<file path="config.mk">
export PLATFORM = sky130hd
export DESIGN_NAME = rriot_bus_if
export DESIGN_NICKNAME = d
export VERILOG_FILES = /design/src/rtl/rriot_bus_if.sv
export SDC_FILE = /design/constraint.sdc
export NUM_CORES = 1
export LEC_CHECK = 0
export BUFFER_PORTS_ARGS = -buffer_cell sky130_fd_sc_hd__buf_2
export CORE_MARGIN = 5
export CORE_UTILIZATION = 25
export DETAILED_ROUTE_END_ITERATION = 6
export PLACE_DENSITY = 0.5
export SYNTH_ARGS = -nofsm -noshare
export SYNTH_HDL_FRONTEND = slang
export SYNTH_SLANG_ARGS = --single-unit
</file>
<file path="constraint.sdc">
create_clock -name clk -period 5.3 [get_ports clk]
set_input_delay 1.06 -clock clk [delete_from_list [all_inputs] [get_ports clk]]
set_output_delay 1.06 -clock clk [all_outputs]
set_load 0.05 [all_outputs]
</file>
<file path="src/rtl/rriot_bus_if.sv">
// rriot_bus_if: CPU-side bus interface of the RRIOT.
// Synchronises the asynchronous 6502 bus into clk, decodes each access to
// RAM, I/O or timer, issues one single-cycle strobe per bus cycle and
// returns read data to the CPU until phi2 falls.
module rriot_bus_if #(
   parameter int SYNC_STAGES = 2
) (
   input  logic       clk,
   input  logic       rst,
   input  logic       phi2,
   input  logic       cs,
   input  logic       rs,
   input  logic       rw,
   input  logic [9:0] addr,
   input  logic [7:0] d_in,
   output logic [7:0] d_out,
   output logic       d_oe,
   output logic       irq_n,
   output logic       ram_en,
   output logic       ram_we,
   output logic [5:0] ram_addr,
   output logic [7:0] ram_wdata,
   input  logic [7:0] ram_rdata,
   output logic       io_en,
   output logic       io_we,
   output logic [1:0] io_a,
   output logic [7:0] io_di,
   input  logic [7:0] io_do,
   output logic       timer_en,
   output logic       timer_we_n,
   output logic [2:0] timer_a,
   output logic [7:0] timer_di,
   input  logic [7:0] timer_do,
   input  logic       timer_irq
);

   typedef enum logic [2:0] {
      ST_IDLE      = 3'd0,
      ST_RD_STROBE = 3'd1,
      ST_RD_CAPT   = 3'd2,
      ST_RD_HOLD   = 3'd3,
      ST_WR_WAIT   = 3'd4,
      ST_WR_STROBE = 3'd5
   } state_t;

   typedef enum logic [1:0] {
      TGT_RAM = 2'd0,
      TGT_IO  = 2'd1,
      TGT_TMR = 2'd2
   } tgt_t;

   // Cycles after reset until the phi2 chain holds real pin samples again.
   localparam logic [2:0] SETTLE_LAST = 3'(SYNC_STAGES + 1);

   // RS selects RAM; otherwise addr[2] splits I/O from timer.
   function automatic tgt_t decode_tgt(input logic rs_v, input logic a2_v);
      tgt_t t;
      if (rs_v) begin
         t = TGT_RAM;
      end else if (a2_v) begin
         t = TGT_TMR;
      end else begin
         t = TGT_IO;
      end
      return t;
   endfunction

   logic [SYNC_STAGES-1:0] phi2_sync_q, cs_sync_q, rs_sync_q, rw_sync_q;
   logic       phi2_dly_q, armed_q;
   logic [2:0] settle_q;
   logic       phi2_s, cs_s, rs_s, rw_s, settled_s, rise_s, fall_s;
   logic       unused_addr_s;

   state_t     state_q, state_d;
   tgt_t       tgt_q, tgt_d, issue_tgt_s;
   logic       issue_s, issue_we_s;

   logic       ram_en_q, ram_en_d, ram_we_q, ram_we_d;
   logic       io_en_q, io_en_d, io_we_q, io_we_d;
   logic       timer_en_q, timer_en_d, timer_we_n_q, timer_we_n_d;
   logic [5:0] ram_addr_q, ram_addr_d;
   logic [1:0] io_a_q, io_a_d;
   logic [2:0] timer_a_q, timer_a_d;
   logic [7:0] ram_wdata_q, ram_wdata_d, io_di_q, io_di_d, timer_di_q, timer_di_d;
   logic [7:0] d_out_q, d_out_d;
   logic       d_oe_q, d_oe_d, irq_n_q;

   assign phi2_s    = phi2_sync_q[SYNC_STAGES-1];
   assign cs_s      = cs_sync_q[SYNC_STAGES-1];
   assign rs_s      = rs_sync_q[SYNC_STAGES-1];
   assign rw_s      = rw_sync_q[SYNC_STAGES-1];
   assign settled_s = (settle_q == SETTLE_LAST);
   // A rise only counts once phi2 has been seen low after reset.
   assign rise_s    = phi2_s & ~phi2_dly_q & armed_q;
   assign fall_s    = ~phi2_s & phi2_dly_q;
   // Upper address bits are decoded outside this block.
   assign unused_addr_s = ^addr[9:6];

   // Synchronise the bus control pins into the clk domain.
   always_ff @(posedge clk) begin
      if (rst) begin
         phi2_sync_q <= '0;
         cs_sync_q   <= '0;
         rs_sync_q   <= '0;
         rw_sync_q   <= '0;
      end else begin
         phi2_sync_q <= {phi2_sync_q[SYNC_STAGES-2:0], phi2};
         cs_sync_q   <= {cs_sync_q[SYNC_STAGES-2:0], cs};
         rs_sync_q   <= {rs_sync_q[SYNC_STAGES-2:0], rs};
         rw_sync_q   <= {rw_sync_q[SYNC_STAGES-2:0], rw};
      end
   end

   // Edge-detect delay and post-reset arming so a phi2 held high across reset is not a rise.
   always_ff @(posedge clk) begin
      if (rst) begin
         phi2_dly_q <= 1'b0;
         settle_q   <= 3'd0;
         armed_q    <= 1'b0;
      end else begin
         phi2_dly_q <= phi2_s;
         if (!settled_s) begin
            settle_q <= settle_q + 3'd1;
         end
         if (settled_s && !phi2_s) begin
            armed_q <= 1'b1;
         end
      end
   end

   // Bus-cycle FSM: next state, latched target/address, captured data.
   always_comb begin
      state_d     = state_q;
      tgt_d       = tgt_q;
      ram_addr_d  = ram_addr_q;
      io_a_d      = io_a_q;
      timer_a_d   = timer_a_q;
      ram_wdata_d = ram_wdata_q;
      io_di_d     = io_di_q;
      timer_di_d  = timer_di_q;
      d_out_d     = d_out_q;
      d_oe_d      = d_oe_q;
      issue_s     = 1'b0;
      issue_we_s  = 1'b0;
      issue_tgt_s = tgt_q;
      case (state_q)
         ST_IDLE: begin
            if (rise_s && cs_s) begin
               tgt_d      = decode_tgt(rs_s, addr[2]);
               ram_addr_d = addr[5:0];
               io_a_d     = addr[1:0];
               timer_a_d  = {addr[3], addr[1:0]};
               if (rw_s) begin
                  state_d     = ST_RD_STROBE;
                  issue_s     = 1'b1;
                  issue_tgt_s = tgt_d;
               end else begin
                  state_d = ST_WR_WAIT;
               end
            end else begin
               state_d = ST_IDLE;
            end
         end
         ST_RD_STROBE: begin
            if (fall_s) begin
               state_d = ST_IDLE;
            end else begin
               state_d = ST_RD_CAPT;
            end
         end
         ST_RD_CAPT: begin
            if (fall_s) begin
               state_d = ST_IDLE;
            end else begin
               state_d = ST_RD_HOLD;
               d_oe_d  = 1'b1;
               case (tgt_q)
                  TGT_RAM: d_out_d = ram_rdata;
                  TGT_IO:  d_out_d = io_do;
                  TGT_TMR: d_out_d = timer_do;
                  default: d_out_d = 8'h00;
               endcase
            end
         end
         ST_RD_HOLD: begin
            if (fall_s) begin
               state_d = ST_IDLE;
               d_oe_d  = 1'b0;
            end else begin
               state_d = ST_RD_HOLD;
            end
         end
         ST_WR_WAIT: begin
            if (fall_s) begin
               state_d    = ST_WR_STROBE;
               issue_s    = 1'b1;
               issue_we_s = 1'b1;
               case (tgt_q)
                  TGT_RAM: ram_wdata_d = d_in;
                  TGT_IO:  io_di_d     = d_in;
                  TGT_TMR: timer_di_d  = d_in;
                  default: ram_wdata_d = ram_wdata_q;
               endcase
            end else begin
               state_d = ST_WR_WAIT;
            end
         end
         ST_WR_STROBE: begin
            state_d = ST_IDLE;
         end
         default: begin
            state_d = ST_IDLE;
            d_oe_d  = 1'b0;
         end
      endcase
   end

   // Route the one-cycle strobe and write qualifier to the selected target only.
   always_comb begin
      ram_en_d     = 1'b0;
      ram_we_d     = 1'b0;
      io_en_d      = 1'b0;
      io_we_d      = 1'b0;
      timer_en_d   = 1'b0;
      timer_we_n_d = 1'b1;
      if (issue_s) begin
         case (issue_tgt_s)
            TGT_RAM: begin
               ram_en_d = 1'b1;
               ram_we_d = issue_we_s;
            end
            TGT_IO: begin
               io_en_d = 1'b1;
               io_we_d = issue_we_s;
            end
            TGT_TMR: begin
               timer_en_d   = 1'b1;
               timer_we_n_d = ~issue_we_s;
            end
            default: ram_en_d = 1'b0;
         endcase
      end else begin
         ram_en_d = 1'b0;
      end
   end

   // State and registered outputs.
   always_ff @(posedge clk) begin
      if (rst) begin
         state_q      <= ST_IDLE;
         tgt_q        <= TGT_RAM;
         ram_en_q     <= 1'b0;
         ram_we_q     <= 1'b0;
         io_en_q      <= 1'b0;
         io_we_q      <= 1'b0;
         timer_en_q   <= 1'b0;
         timer_we_n_q <= 1'b1;
         ram_addr_q   <= 6'd0;
         io_a_q       <= 2'd0;
         timer_a_q    <= 3'd0;
         ram_wdata_q  <= 8'h00;
         io_di_q      <= 8'h00;
         timer_di_q   <= 8'h00;
         d_out_q      <= 8'h00;
         d_oe_q       <= 1'b0;
         irq_n_q      <= 1'b1;
      end else begin
         state_q      <= state_d;
         tgt_q        <= tgt_d;
         ram_en_q     <= ram_en_d;
         ram_we_q     <= ram_we_d;
         io_en_q      <= io_en_d;
         io_we_q      <= io_we_d;
         timer_en_q   <= timer_en_d;
         timer_we_n_q <= timer_we_n_d;
         ram_addr_q   <= ram_addr_d;
         io_a_q       <= io_a_d;
         timer_a_q    <= timer_a_d;
         ram_wdata_q  <= ram_wdata_d;
         io_di_q      <= io_di_d;
         timer_di_q   <= timer_di_d;
         d_out_q      <= d_out_d;
         d_oe_q       <= d_oe_d;
         irq_n_q      <= timer_irq;
      end
   end

   assign ram_en     = ram_en_q;
   assign ram_we     = ram_we_q;
   assign ram_addr   = ram_addr_q;
   assign ram_wdata  = ram_wdata_q;
   assign io_en      = io_en_q;
   assign io_we      = io_we_q;
   assign io_a       = io_a_q;
   assign io_di      = io_di_q;
   assign timer_en   = timer_en_q;
   assign timer_we_n = timer_we_n_q;
   assign timer_a    = timer_a_q;
   assign timer_di   = timer_di_q;
   assign d_out      = d_out_q;
   assign d_oe       = d_oe_q;
   assign irq_n      = irq_n_q;

endmodule

</file>
==> metrics.json <==
{
  "critical_path_buf_inv_count": {"value": 0},
  "syn-num-nets": {"value": 315},
  "cpLargestDelayFamily": {"value": "simple AND/OR/NAND/NOR gates"},
  "first_iter_violations": {"value": 65},
  "layout.cells.most_common": {"value": "sky130_fd_sc_hd__buf_2"},
  "rsz0062_at_grt": {"value": "false"},
  "layout.filler_cells": {"value": 1063},
  "cp-end-kind": {"value": "flop"},
  "worst-r2r-cell-count": {"value": 4},
  "grt_first_pass_wirelength": {"value": 10400, "unit": "um"},
  "core-area": {"value": 9820, "unit": "um2"},
  "cts_post_setup_buffers_inserted": {"value": 0},
  "layout_worst_path_cycle_share": {"value": 0.419},
  "worstSetupStartpointType": {"value": "flop"},
  "initial_utilization": {"value": 0.259},
  "crit_arrival": {"value": 2.42, "unit": "ns"},
  "final_layout_size_suffix_gt1_frac": {"value": 0.346},
  "reg2reg_setup_slack": {"value": 3.08, "unit": "ns"},
  "synth-main-ff-cell": {"value": "sky130_fd_sc_hd__dfxtp_1"},
  "rr_startpoint": {"value": "state_q[2]"},
  "slew_headroom": {"value": 0.477},
  "netlist_instances": {"value": 264},
  "cts_inserted_buffers": {"value": 9},
  "netlist.area_leader.share": {"value": 0.505},
  "slowest_delay": {"value": 0.64, "unit": "ns"},
  "detailedPlacementHpwl": {"value": 4520, "unit": "um"},
  "final-hold-violation-count": {"value": 0},
  "timing.critical_path.required": {"value": 5.50, "unit": "ns"},
  "tritoncts": {"value": "yes"},
  "sw_power": {"value": 227, "unit": "uW"},
  "critical_path_startpoint": {"value": "state_q[2]"},
  "drc_errors": {"value": 0},
  "multi_input_area": {"value": 1120, "unit": "um2"},
  "worst_slew_pin_slew": {"value": 0.783, "unit": "ns"},
  "synth.cell_area": {"value": 2540, "unit": "um2"},
  "fmax": {"value": 451, "unit": "MHz"},
  "clock_skew": {"value": 0.00928, "unit": "ns"},
  "seq_power_share": {"value": 0.486},
  "globalRouteTotalUtil": {"value": 0.105},
  "cp.depth": {"value": 4},
  "floorplan.die_area": {"value": 12300, "unit": "um2"},
  "route.vias.total": {"value": 2086},
  "outcome": {"value": "completed"},
  "worstHoldPathType": {"value": "flop to flop"},
  "worst-path-max-fanout": {"value": 8},
  "synth_enable_flop_cells": {"value": 0},
  "clock_tree.buffer_depth": {"value": 2},
  "ctsResizeCount": {"value": 0},
  "power.static_leakage": {"value": 0.00152, "unit": "uW"},
  "clkSinkCount": {"value": 64},
  "antenna_found_initial": {"value": 0},
  "placement.io_buffers": {"value": 95},
  "clock_latency": {"value": 0.33, "unit": "ns"},
  "finish.utilization": {"value": 0.335},
  "areaGrowthSynthToFinish": {"value": 29.6, "unit": "%"},
  "die-width": {"value": 111, "unit": "um"},
  "postSynthRegisterBits": {"value": 64},
  "intPower": {"value": 793, "unit": "uW"},
  "synth_warnings": {"value": 0},
  "grt_overflow_total": {"value": 0},
  "yosysTopAreaCell": {"value": "sky130_fd_sc_hd__dfxtp_1"},
  "drt-wirelength-per-cell": {"value": 13.1, "unit": "um"},
  "number_of_diodes": {"value": 0},
  "number_of_unique_standard_cell_types_used_by_synthesis": {"value": 35},
  "slowest_stage": {"value": "sky130_fd_sc_hd__nand4b_1"},
  "first_global_vias": {"value": 2068},
  "p_comb_frac": {"value": 0.059},
  "num_io_pins": {"value": 100},
  "ctsHtreeMaxLevel": {"value": 3},
  "vias_per_cell": {"value": 4.29},
  "die_height": {"value": 111, "unit": "um"},
  "ys_seq_area_frac": {"value": 0.505},
  "setup_viol_count_final": {"value": 0},
  "power_switching_share": {"value": 0.223},
  "cts.clk_slew.worst_paths": {"value": 0.07, "unit": "ns"},
  "detailedRoute.firstPassIterationCount": {"value": 4},
  "num_rows": {"value": 36},
  "gp_congestion": {"value": 0.738},
  "ff_latch_area": {"value": 1280, "unit": "um2"},
  "nNetsFinal": {"value": 400},
  "residual_antenna_violating_net_count_after_detailed_routing": {"value": 0},
  "synth_area_per_cell": {"value": 9.62, "unit": "um2"},
  "clockPowerShare": {"value": 0.455},
  "post_cts_hold_buffer_count": {"value": 0},
  "timing_max_transition_violations_final": {"value": 0},
  "cap_violations": {"value": 0},
  "r2r_end": {"value": "io_di[6]"},
  "timing_worst_setup_path_type": {"value": "flop to flop"},
  "postRouteWirelength": {"value": 6370, "unit": "um"},
  "setup-tns-final": {"value": 0, "unit": "ns"},
  "most-common-layout-cells": {"value": "sky130_fd_sc_hd__buf_2 (95), sky130_fd_sc_hd__dfxtp_1 (64), sky130_fd_sc_hd__nor2_1 (51)"},
  "power_density": {"value": 310, "unit": "nW/um2"},
  "whs": {"value": 0.440, "unit": "ns"},
  "ctsRootBufferMaster": {"value": "sky130_fd_sc_hd__clkbuf_8"},
  "timing.critical_path.to": {"value": "io_di[6]"},
  "period_needed": {"value": 2.22, "unit": "ns"},
  "largest_net_degree_at_the_start_of_global_routing": {"value": 34},
  "vdd_ir_drop_max": {"value": 0.000125, "unit": "V"},
  "top_cells_by_area_synth": {"value": "sky130_fd_sc_hd__dfxtp_1 (50%), sky130_fd_sc_hd__mux2i_1 (13%), sky130_fd_sc_hd__nor2_1 (7.5%)"},
  "critical_path.cell_chain": {"value": "nor3b_1 -> nand4b_1 -> mux2i_1 -> nor2_1"},
  "synth_async_sr_flop_share": {"value": 0}
}
## worst register-to-register path, delay by kind of cell (launching register included)
kind             cells  cell delay, ns
AND/OR/NAND/NOR      3            1.23
flip-flops           1            0.50
multiplexers         1            0.36
## power groups by stage
stage	Combinational, uW	Clock, uW	Sequential, uW
floorplan	31.6	0	511
global placement	60.3	0	507
detailed placement	61.2	0	507
CTS	61.6	487	496
global route	68.7	504	497
finish	60.1	465	496
## synth_stat cells (2+ instances only)
| cell | number |
|---|---|
| sky130_fd_sc_hd__nor2_1 | 51 |
| sky130_fd_sc_hd__nor3_1 | 3 |
| sky130_fd_sc_hd__buf_4 | 6 |
| sky130_fd_sc_hd__nand2_1 | 9 |
| sky130_fd_sc_hd__inv_1 | 3 |
| sky130_fd_sc_hd__nor2b_1 | 11 |
| sky130_fd_sc_hd__clkbuf_1 | 10 |
| sky130_fd_sc_hd__nor3b_1 | 3 |
| sky130_fd_sc_hd__dfxtp_1 | 64 |
| sky130_fd_sc_hd__ha_1 | 2 |
| sky130_fd_sc_hd__nor4_1 | 2 |
| sky130_fd_sc_hd__buf_2 | 6 |
| sky130_fd_sc_hd__a211oi_1 | 9 |
| sky130_fd_sc_hd__or2_2 | 3 |
| sky130_fd_sc_hd__a21oi_1 | 20 |
| sky130_fd_sc_hd__mux2_2 | 2 |
| sky130_fd_sc_hd__nand3_1 | 9 |
| sky130_fd_sc_hd__mux2i_1 | 34 |
## worst min-delay path by stage
stage | from | to | slack, ns | cells after the start
2_1_floorplan | cs_sync_q[0] | cs_sync_q[1] | 0.41 | 1
3_3_place_gp | rw_sync_q[0] | rw_sync_q[1] | 0.43 | 1
3_5_place_dp | rw_sync_q[0] | rw_sync_q[1] | 0.43 | 1
4_1_cts | rw_sync_q[0] | rw_sync_q[1] | 0.45 | 1
5_1_grt | rs_sync_q[0] | rs_sync_q[1] | 0.46 | 1
6_report | rw_sync_q[0] | rw_sync_q[1] | 0.44 | 1
## layout make-up
type | instances | area share
multi-input combinational | 174 | 0.341
inverter | 3 | 0.00342
sequential | 64 | 0.389
tap | 133 | 0.0506
clock inverter | 5 | 0.0247
clock buffer | 10 | 0.0418
timing repair buffer | 97 | 0.149
## sequential cells by signal (all words and copies together), names as in the netlist
name	count
timer_en	1
ram_we	1
rs_sync_q	2
phi2_sync_q	2
rw_sync_q	2
ram_en	1
io_di	8
tgt_q	2
cs_sync_q	2
ram_wdata	8
armed_q	1
settle_q	3
d_oe	1
phi2_dly_q	1
io_we	1
io_en	1
timer_di	8
d_out	8
state_q	3
timer_we_n	1
irq_n	1
ram_addr	6
## layer usage
metal,vias to the layer above,wire (um),GRT usage
met5,-,0,0
met2,73,2970,0.168
met4,0,116,0.0493
met1,945,2820,0.126
li1,1058,-,-
met3,10,471,0.0366
## metrics by stage
step	setup WS [ns]	cell area (um2)	total power [uW]	instances
after global routing	2.84	3290	1070	486
final	3.08	3290	1020	486
after floorplan	3.31	2540	542	264
after CTS	2.98	3290	1040	486
after detailed placement	2.73	3070	568	471
after global placement	2.75	3070	567	471
## kinds of logic (layout without fill, tap and decap cells)
family / after synthesis / count (layout) / synth area share
flip-flops: 64 / 64 / 0.505
XOR/XNOR: 1 / 1 / 0.00345
buffers and inverters: 26 / 115 / 0.0532
adder cells (fa/ha/maj): 2 / 2 / 0.00986
AND/OR/NAND/NOR: 102 / 102 / 0.208
multiplexers: 36 / 36 / 0.143
AO/OA/AOI/OAI: 33 / 33 / 0.0774
Power figures use the tool's default switching activity.
